[src/rtl/pos_add_serial.sv]
// pos_add_serial
// Serial unsigned adder. It captures a pair of N_BITS operands and adds
// them CHUNK bits per clock, least significant chunk first. A single carry
// register links one chunk to the next. The full N_BITS+1 bit sum is then
// presented on a valid/ready output handshake.
//
// Parameters
//   N_BITS : operand width. It must be an integer multiple of CHUNK.
//   CHUNK  : bits added per clock cycle, with CHUNK >= 1.
//
// Ports
//   clk       in   sole clock; all state updates on the rising edge
//   rst       in   asynchronous, active-high reset
//   in_valid  in   a/b hold valid operands this cycle
//   in_ready  out  block can accept operands this cycle (IDLE)
//   a, b      in   unsigned operands, N_BITS wide
//   out_valid out  c holds a completed sum (DONE)
//   out_ready in   consumer takes c this cycle
//   c         out  a+b, N_BITS+1 wide; the MSB is the final carry
module pos_add_serial #(
    parameter int N_BITS = 16,
    parameter int CHUNK  = 4
) (
    input  logic              clk,
    input  logic              rst,
    input  logic              in_valid,
    output logic              in_ready,
    input  logic [N_BITS-1:0] a,
    input  logic [N_BITS-1:0] b,
    output logic              out_valid,
    input  logic              out_ready,
    output logic [N_BITS:0]   c
);

    localparam int NCHUNK = N_BITS / CHUNK;
    // The counter is wide enough to count up to NCHUNK. The increment on
    // the last chunk therefore never wraps back to zero.
    localparam int CW = $clog2(NCHUNK + 1);
    localparam logic [CW-1:0]     LAST_K     = CW'(NCHUNK - 1);
    localparam logic [N_BITS-1:0] CHUNK_MASK = N_BITS'({CHUNK{1'b1}});

    typedef enum logic [1:0] {
        IDLE,
        BUSY,
        DONE
    } state_t;

    state_t            r_state;
    state_t            w_stateNext;
    logic [N_BITS-1:0] r_a;
    logic [N_BITS-1:0] r_b;
    logic [N_BITS:0]   r_c;
    logic              r_carry;
    logic [CW-1:0]     r_k;

    logic [31:0]       w_base;
    logic [CHUNK-1:0]  w_aChunk;
    logic [CHUNK-1:0]  w_bChunk;
    logic [CHUNK:0]    w_chunkSum;
    logic [N_BITS-1:0] w_laneMask;
    logic [N_BITS-1:0] w_laneData;
    logic              w_lastChunk;

    // Select chunk k of the captured operands. A shift replaces an indexed
    // part-select, so the chunk position can be any runtime value. The
    // slice still lands in the same bit range of the result register.
    assign w_base      = 32'(r_k) * 32'(CHUNK);
    assign w_aChunk    = CHUNK'(r_a >> w_base);
    assign w_bChunk    = CHUNK'(r_b >> w_base);
    assign w_chunkSum  = {1'b0, w_aChunk} + {1'b0, w_bChunk} + {{CHUNK{1'b0}}, r_carry};
    assign w_laneMask  = CHUNK_MASK << w_base;
    assign w_laneData  = N_BITS'(w_chunkSum[CHUNK-1:0]) << w_base;
    assign w_lastChunk = (r_k == LAST_K);

    // State register. Reset aborts any operation in flight.
    always_ff @(posedge clk or posedge rst) begin
        if (rst) begin
            r_state <= IDLE;
        end else begin
            r_state <= w_stateNext;
        end
    end

    // Next-state logic. The handshake outputs are decoded from the state
    // alone, so in_valid and out_ready have no combinational path to them.
    always_comb begin
        w_stateNext = r_state;
        in_ready    = 1'b0;
        out_valid   = 1'b0;
        case (r_state)
            IDLE: begin
                in_ready = 1'b1;
                if (in_valid) begin
                    w_stateNext = BUSY;
                end
            end
            BUSY: begin
                if (w_lastChunk) begin
                    w_stateNext = DONE;
                end
            end
            DONE: begin
                out_valid = 1'b1;
                if (out_ready) begin
                    w_stateNext = IDLE;
                end
            end
            default: begin
                w_stateNext = IDLE;
            end
        endcase
    end

    // Datapath. Operands are copied in on acceptance, so later changes on
    // a/b have no effect. The result register is only rewritten chunk by
    // chunk while BUSY. It therefore keeps the previous sum through IDLE
    // until the next operation starts overwriting it.
    always_ff @(posedge clk or posedge rst) begin
        if (rst) begin
            r_a     <= '0;
            r_b     <= '0;
            r_c     <= '0;
            r_carry <= 1'b0;
            r_k     <= '0;
        end else begin
            case (r_state)
                IDLE: begin
                    if (in_valid) begin
                        r_a     <= a;
                        r_b     <= b;
                        r_carry <= 1'b0;
                        r_k     <= '0;
                    end
                end
                BUSY: begin
                    r_c[N_BITS-1:0] <= (r_c[N_BITS-1:0] & ~w_laneMask) | w_laneData;
                    r_carry         <= w_chunkSum[CHUNK];
                    r_k             <= r_k + CW'(1);
                    if (w_lastChunk) begin
                        r_c[N_BITS] <= w_chunkSum[CHUNK];
                    end
                end
                default: begin
                end
            endcase
        end
    end

    assign c = r_c;

endmodule

[config.mk]
export PLATFORM = sky130hd
export DESIGN_NAME = pos_add_serial
export DESIGN_NICKNAME = d
export VERILOG_FILES = /design/src/rtl/pos_add_serial.sv
export SDC_FILE = /design/constraint.sdc
export NUM_CORES = 1
export LEC_CHECK = 0
export BUFFER_PORTS_ARGS = -buffer_cell sky130_fd_sc_hd__buf_2
export CORE_ASPECT_RATIO = 0.6
export CORE_MARGIN = 2
export CORE_UTILIZATION = 58
export DETAILED_ROUTE_END_ITERATION = 12
export PLACE_DENSITY = 0.92
export SYNTH_ARGS = -nofsm -noshare
export SYNTH_HDL_FRONTEND = slang
export SYNTH_SLANG_ARGS = --single-unit
[constraint.sdc]
create_clock -name clk -period 7.08 [get_ports clk]
set_clock_uncertainty 0.1 [all_clocks]
set_input_delay 1.416 -clock clk [delete_from_list [all_inputs] [get_ports clk]]
set_output_delay 1.416 -clock clk [all_outputs]
set_load 0.01 [all_outputs]
==> impl_results.md, run 1 <==
* Status: completed
* WHS Path Cells at 2
* Htree depth at 2
* Flops & latches, synth at 55
* Post_cts resized at 0
* Syn Nets at 243
* Routability Congestion at 0.833
* Most common cell after layout, fill and taps aside: dfrtp_1
* Synth Instances at 197
* DP Area at 2900 sq um
* Hpwl dp at 4010 microns
* Synth top area cells: dfrtp_1, mux2_1, mux4_2, ha_1, a22o_1
* Sequential power share at 0.395
* Die Wd at 90.9 microns
* WL/cell at 17.4 microns
* Net switching power at 600 uW
* # diodes at 0
* Crit Path Max Fanout at 18
* P_int at 946 uW
* FP Rows at 18
* Initial antenna violation count at 0
* Post-CTS Setup Bufs at 0
* Die height at 56.2 microns
* R2R depth at 6
* Root buffer cell: clkbuf_8
* Worst Hold Class: flip-flop to flip-flop
* Die footprint at 5100 sq um
* Via count at 1762
* F_max at 0.309 GHz
* DRC viols at 0
* CTS Sinks at 55
* Worst Setup End Kind: flip-flop
* DR iter-0 viols at 139
* Worst Hold Launch: c[3]
* Via density at 5.67
* VDD IR max at 0.234 mV
* PD cells at 512 nW/um^2
* DR pass1 iterations at 4
* Fin crit share at 0.457
* Slew HR at 0.253
* Power, Total at 1550 uW
* Vias in the first global route at 1746
* Min Clock Period, post-route at 3230 ps
* Sw Ratio at 0.388
* Reg-to-Reg Start: r_k[0]
* Post-layout net count at 296
* PortBufs at 54
* Area Overhead vs Synth at 14.9%
* Final hold vios at 0
* Number of routed nets with antenna violations at 0
* Grt total ovfl at 0
* Distinct cells, synth at 32
* Hold EP: c[3]
* Max_cap viols at 0
* Leading area contributor after synthesis: dfrtp_1
* P_leak at 0.00144 uW
* Gate power share at 0.467
* GRT Overall Usage at 0.236
* Final setup viols at 0
* I/O Pins at 55
* Register area share after synthesis at 0.524
* Max Slew Vio Count at 0
* First-pass GRT wire length at 9140 microns
* Core area at 4230 sq um
* Syn avg cell area at 13.3 sq um
* Hold_buf cts at 0
* Worst R2R Setup Slack at 3850 ps
* CTS buffer count at 5
* Layout cells sized above 1 at 0.291
* TritonCTS clock tree: yes
* Clock power frac at 0.138
* Clock buffer depth at 2
* Crit path DAT at 3330 ps
* Startpoint types: flip-flop
* Initial Util at 0.621
* Reg2reg end: c[14]
* Largest net degree at the start of global routing at 56
* Most frequent cells in the layout: dfrtp_1, buf_2, mux2_1
* Mapped Area at 2630 sq um
* Design Area, Final at 3020 sq um
* Routed WL at 5400 microns
* CP required at 7180 ps
* Yosys warnings at 0
* Min Hold Slack at 388 ps
* Worst-Skew Late Latency at 310 ps
* RSZ-0062 raised after global routing: false
* Final TNS setup at 0 ps
* Area share of the largest cell type after synthesis at 0.524
* Slew @ Worst Pin at 1120 ps
* CP Class: flip-flop to flip-flop
* Clk pin slew, worst setup/hold paths at 100 ps
## state kept, by name, summed over array words and instances (netlist names)
signal   flops
c           17
r_a         16
r_b         16
r_carry      1
r_k          3
r_state      2
## cell usage after synthesis
master     count
a21boi_1       1
a21o_1         1
a21oi_1        2
a22o_1         8
and2_1         9
and3b_1        2
buf_2          2
buf_4          1
buf_6          5
clkbuf_1       1
dfrtp_1       55
fa_1           2
ha_1           8
inv_1          7
mux2_1        32
mux2i_1        1
mux4_2         8
nand2_1       17
nand2b_1       3
nand3_1        1
nand3b_1       2
nand4bb_1      3
nor2_1         5
nor2b_1        1
nor3_1         1
nor3_2         1
nor3b_1        1
o21ai_1       10
o21bai_1       1
o31ai_1        4
or3b_1         1
xnor2_1        1
## power by group through the flow
stage,sequential [uW],combinational [uW],clock (uW)
detailed placement,614,718,0
CTS,607,724,214
global route,633,796,231
floorplan,557,575,0
finish,610,722,214
global placement,602,681,0
## per-stage QoR
stage	instances	util	worst slack, ps
2_1_floorplan	197	-	4220
3_3_place_gp	303	0.686	3980
3_5_place_dp	303	0.686	3860
4_1_cts	311	0.714	3840
5_1_grt	311	0.714	3670
6_report	311	0.714	3850
## area by class of cell
type	count	area, sq um
clock buffer	6	82.6
clock inverter	2	35.0
fill	327	1210
inverter	7	26.3
multi-input combinational	126	1150
sequential	55	1380
tap	60	75.1
timing repair buffer	55	278
## how the worst max path moves through the flow
stage                 from  endpoint  slack [ps]
floorplan              rst      c[0]        4220
global placement    r_k[0]     c[14]        3980
detailed placement  r_k[0]      c[6]        3860
CTS                 r_k[0]      c[6]        3840
global route        r_k[0]      c[6]        3670
finish              r_k[0]     c[14]        3850
## metal layers
metal,track usage,share of wire,wire length (microns),vias up
met5,0,0,0,-
met4,0.0563,0.013,68,0
met3,0.0718,0.059,319,8
met2,0.343,0.44,2380,63
met1,0.350,0.49,2630,884
li1,-,-,-,807
## cell families (layout without fill, tap and decap cells)
family	after synthesis	count (layout)	share of synthesized area
xor gates and xnor gates	1	1	0.00333
AOI/OAI and AO/OA	27	27	0.0695
and+or+nand+nor	47	47	0.101
DFF	55	55	0.524
buffers and inverters	16	70	0.0395
muxes	41	41	0.209
adders and majority gates	10	10	0.0533
## critical path: stages (launching register included)
cell and delay, ps:
dfrtp_1 880, mux4_2 610, and2_1 190, fa_1 420, fa_1 410, xnor2_1 370, o21ai_1 120
Note: power is estimated with default switching activity, not from simulation.
==> run 2, diff against run 1 <==
--- a/config.mk
+++ b/config.mk
@@ -8,9 +8,9 @@
 export BUFFER_PORTS_ARGS = -buffer_cell sky130_fd_sc_hd__buf_2
 export CORE_ASPECT_RATIO = 0.6
 export CORE_MARGIN = 2
-export CORE_UTILIZATION = 58
+export CORE_UTILIZATION = 54
 export DETAILED_ROUTE_END_ITERATION = 12
-export PLACE_DENSITY = 0.92
+export PLACE_DENSITY = 0.87
 export SYNTH_ARGS = -nofsm -noshare
 export SYNTH_HDL_FRONTEND = slang
 export SYNTH_SLANG_ARGS = --single-unit
==> constraint.sdc (replaced) <==
create_clock -name clk -period 3.25 [get_ports clk]
set_clock_uncertainty 0.1 [all_clocks]
set_input_delay 0.65 -clock clk [delete_from_list [all_inputs] [get_ports clk]]
set_output_delay 0.65 -clock clk [all_outputs]
set_load 0.01 [all_outputs]
==> impl_results.md, run 2 (synthesis results as in run 1) <==
* Post_cts resized at 0
* TritonCTS clock tree: yes
* CP Class: flip-flop to flip-flop
* CTS Sinks at 55
* Hpwl dp at 3840 microns
* Final TNS setup at 0 ps
* Most frequent cells in the layout: dfrtp_1, buf_2, mux2_1
* Via count at 1739
* Status: completed
* DR pass1 iterations at 4
* CP cell instances: mux4_2 > and2_1 > fa_1 > fa_1 > xnor2_1 > o21ai_1
* DRT met1 WL at 2510 microns
* Number of routed nets with antenna violations at 0
* Die Wd at 94.1 microns
* Routed WL at 5040 microns
* CP required at 3340 ps
* VDD IR max at 0.393 mV
* Placed insts at 309
* DRC viols at 0
* CP max stage delay at 560 ps
* I/O Pins at 55
* Initial antenna violation count at 0
* Largest net degree at the start of global routing at 34
* Layout cells sized above 1 at 0.299
* Die footprint at 5460 sq um
* FP Rows at 19
* Crit path DAT at 2930 ps
* Slowest CP cell: dfrtp_1
* Min Clock Period, post-route at 2840 ps
* Root buffer cell: clkbuf_8
* Final setup viols at 0
* Via density at 5.49
* Max_cap viols at 0
* F_max at 0.352 GHz
* First-pass GRT wire length at 8150 microns
* Post-CTS Setup Bufs at 0
* Htree depth at 2
* Clock buffer depth at 2
* CTS buffer count at 5
* Metal3 WL at 324 microns
* # diodes at 0
* Routability Congestion at 0.842
* Worst-Skew Late Latency at 310 ps
* P_leak at 0.00144 uW
* Post-layout net count at 299
* DR top layer: met4
* PD cells at 1090 nW/um^2
* Final hold vios at 0
* Die height at 58.0 microns
* Worst Setup End Kind: flip-flop
* Area Overhead vs Synth at 15.4%
* Fin crit share at 0.874
* Initial Util at 0.567
* WL/cell at 15.9 microns
* Met2 routed WL at 2160 microns
* PortBufs at 54
* Max FFs per register at 17
* Max Slew Vio Count at 0
* Crit Path Max Fanout at 6
* Startpoint types: flip-flop
* Worst Hold Class: input pin to async pin
* RSZ-0062 raised after global routing: false
* GRT Overall Usage at 0.201
* Non-filler cells, final at 317
* Clk pin slew, worst setup/hold paths at 90 ps
* CP most frequent cell: fa_1
* Most common cell after layout, fill and taps aside: dfrtp_1
* Grt total ovfl at 0
* Hold_buf cts at 0
* Vias in the first global route at 1655
* Slew HR at 0.692
* DR iter-0 viols at 66
* Worst R2R Setup Slack at 410 ps
* Core area at 4640 sq um
* Slew @ Worst Pin at 461 ps
* Power, Total at 3310 uW
run 2: cell types whose count changed in the layout (fill, tap and decap cells not counted), sizes merged:
| cell | before | now |
|---|---|---|
| buf | 55 | 58 |
| clkbuf | 6 | 7 |
| clkinvlp | 0 | 1 |
| clkinv | 1 | 0 |
| bufinv | 1 | 0 |
run 2: final timing paths:
| kind | startpoint | to | cells after the start |
|---|---|---|---|
| max | r_k[0] | c[6] | 6 |
| max reg2reg | r_k[0] | c[6] | 6 |
| min in group clk | c[3] | c[3] | 2 |
| min | rst | r_b[6] | 2 |
| max in group asynchronous | rst | c[16] | 3 |
| min reg2reg | c[3] | c[3] | 2 |
run 2: where the power goes:
group / leakage [uW] / switching (uW) / internal (uW)
sequential: 0.000668 / 243 / 1020
combinational: 0.000722 / 825 / 807
clock: 0.0000505 / 217 / 194
total: 0.00144 / 1290 / 2020
run 2: metal layers:
| layer | GRT usage | up-vias |
|---|---|---|
| met3 | 0.0507 | 4 |
| met2 | 0.287 | 59 |
| met4 | 0.0559 | 0 |
| met5 | 0 | - |
| li1 | - | 814 |
| met1 | 0.309 | 862 |
run 2: stage by stage:
step | utilization | hold WS [ps] | setup slack, ps | cell area [sq um]
global route | 0.655 | 275 | 259 | 3030
global placement | 0.632 | 363 | 524 | 2930
finish | 0.655 | 236 | 410 | 3030
CTS | 0.655 | 249 | 403 | 3030
floorplan | - | 352 | 642 | 2630
detailed placement | 0.632 | 367 | 425 | 2930
run 2: layout make-up:
cell class | instances | area, sq um
inverter | 7 | 26.3
clock buffer | 7 | 96.3
timing repair buffer | 58 | 300
tap | 63 | 78.8
fill | 366 | 1600
clock inverter | 1 | 7.51
multi-input combinational | 126 | 1150
sequential | 55 | 1380
run 2: worst max-delay path: cells and delay by family (launching register included):
family	cells	cell delay [ps]
compound gates	1	130
flops	1	560
simple gates	1	180
xor+xnor	1	350
fa+ha+maj	2	850
mux	1	540
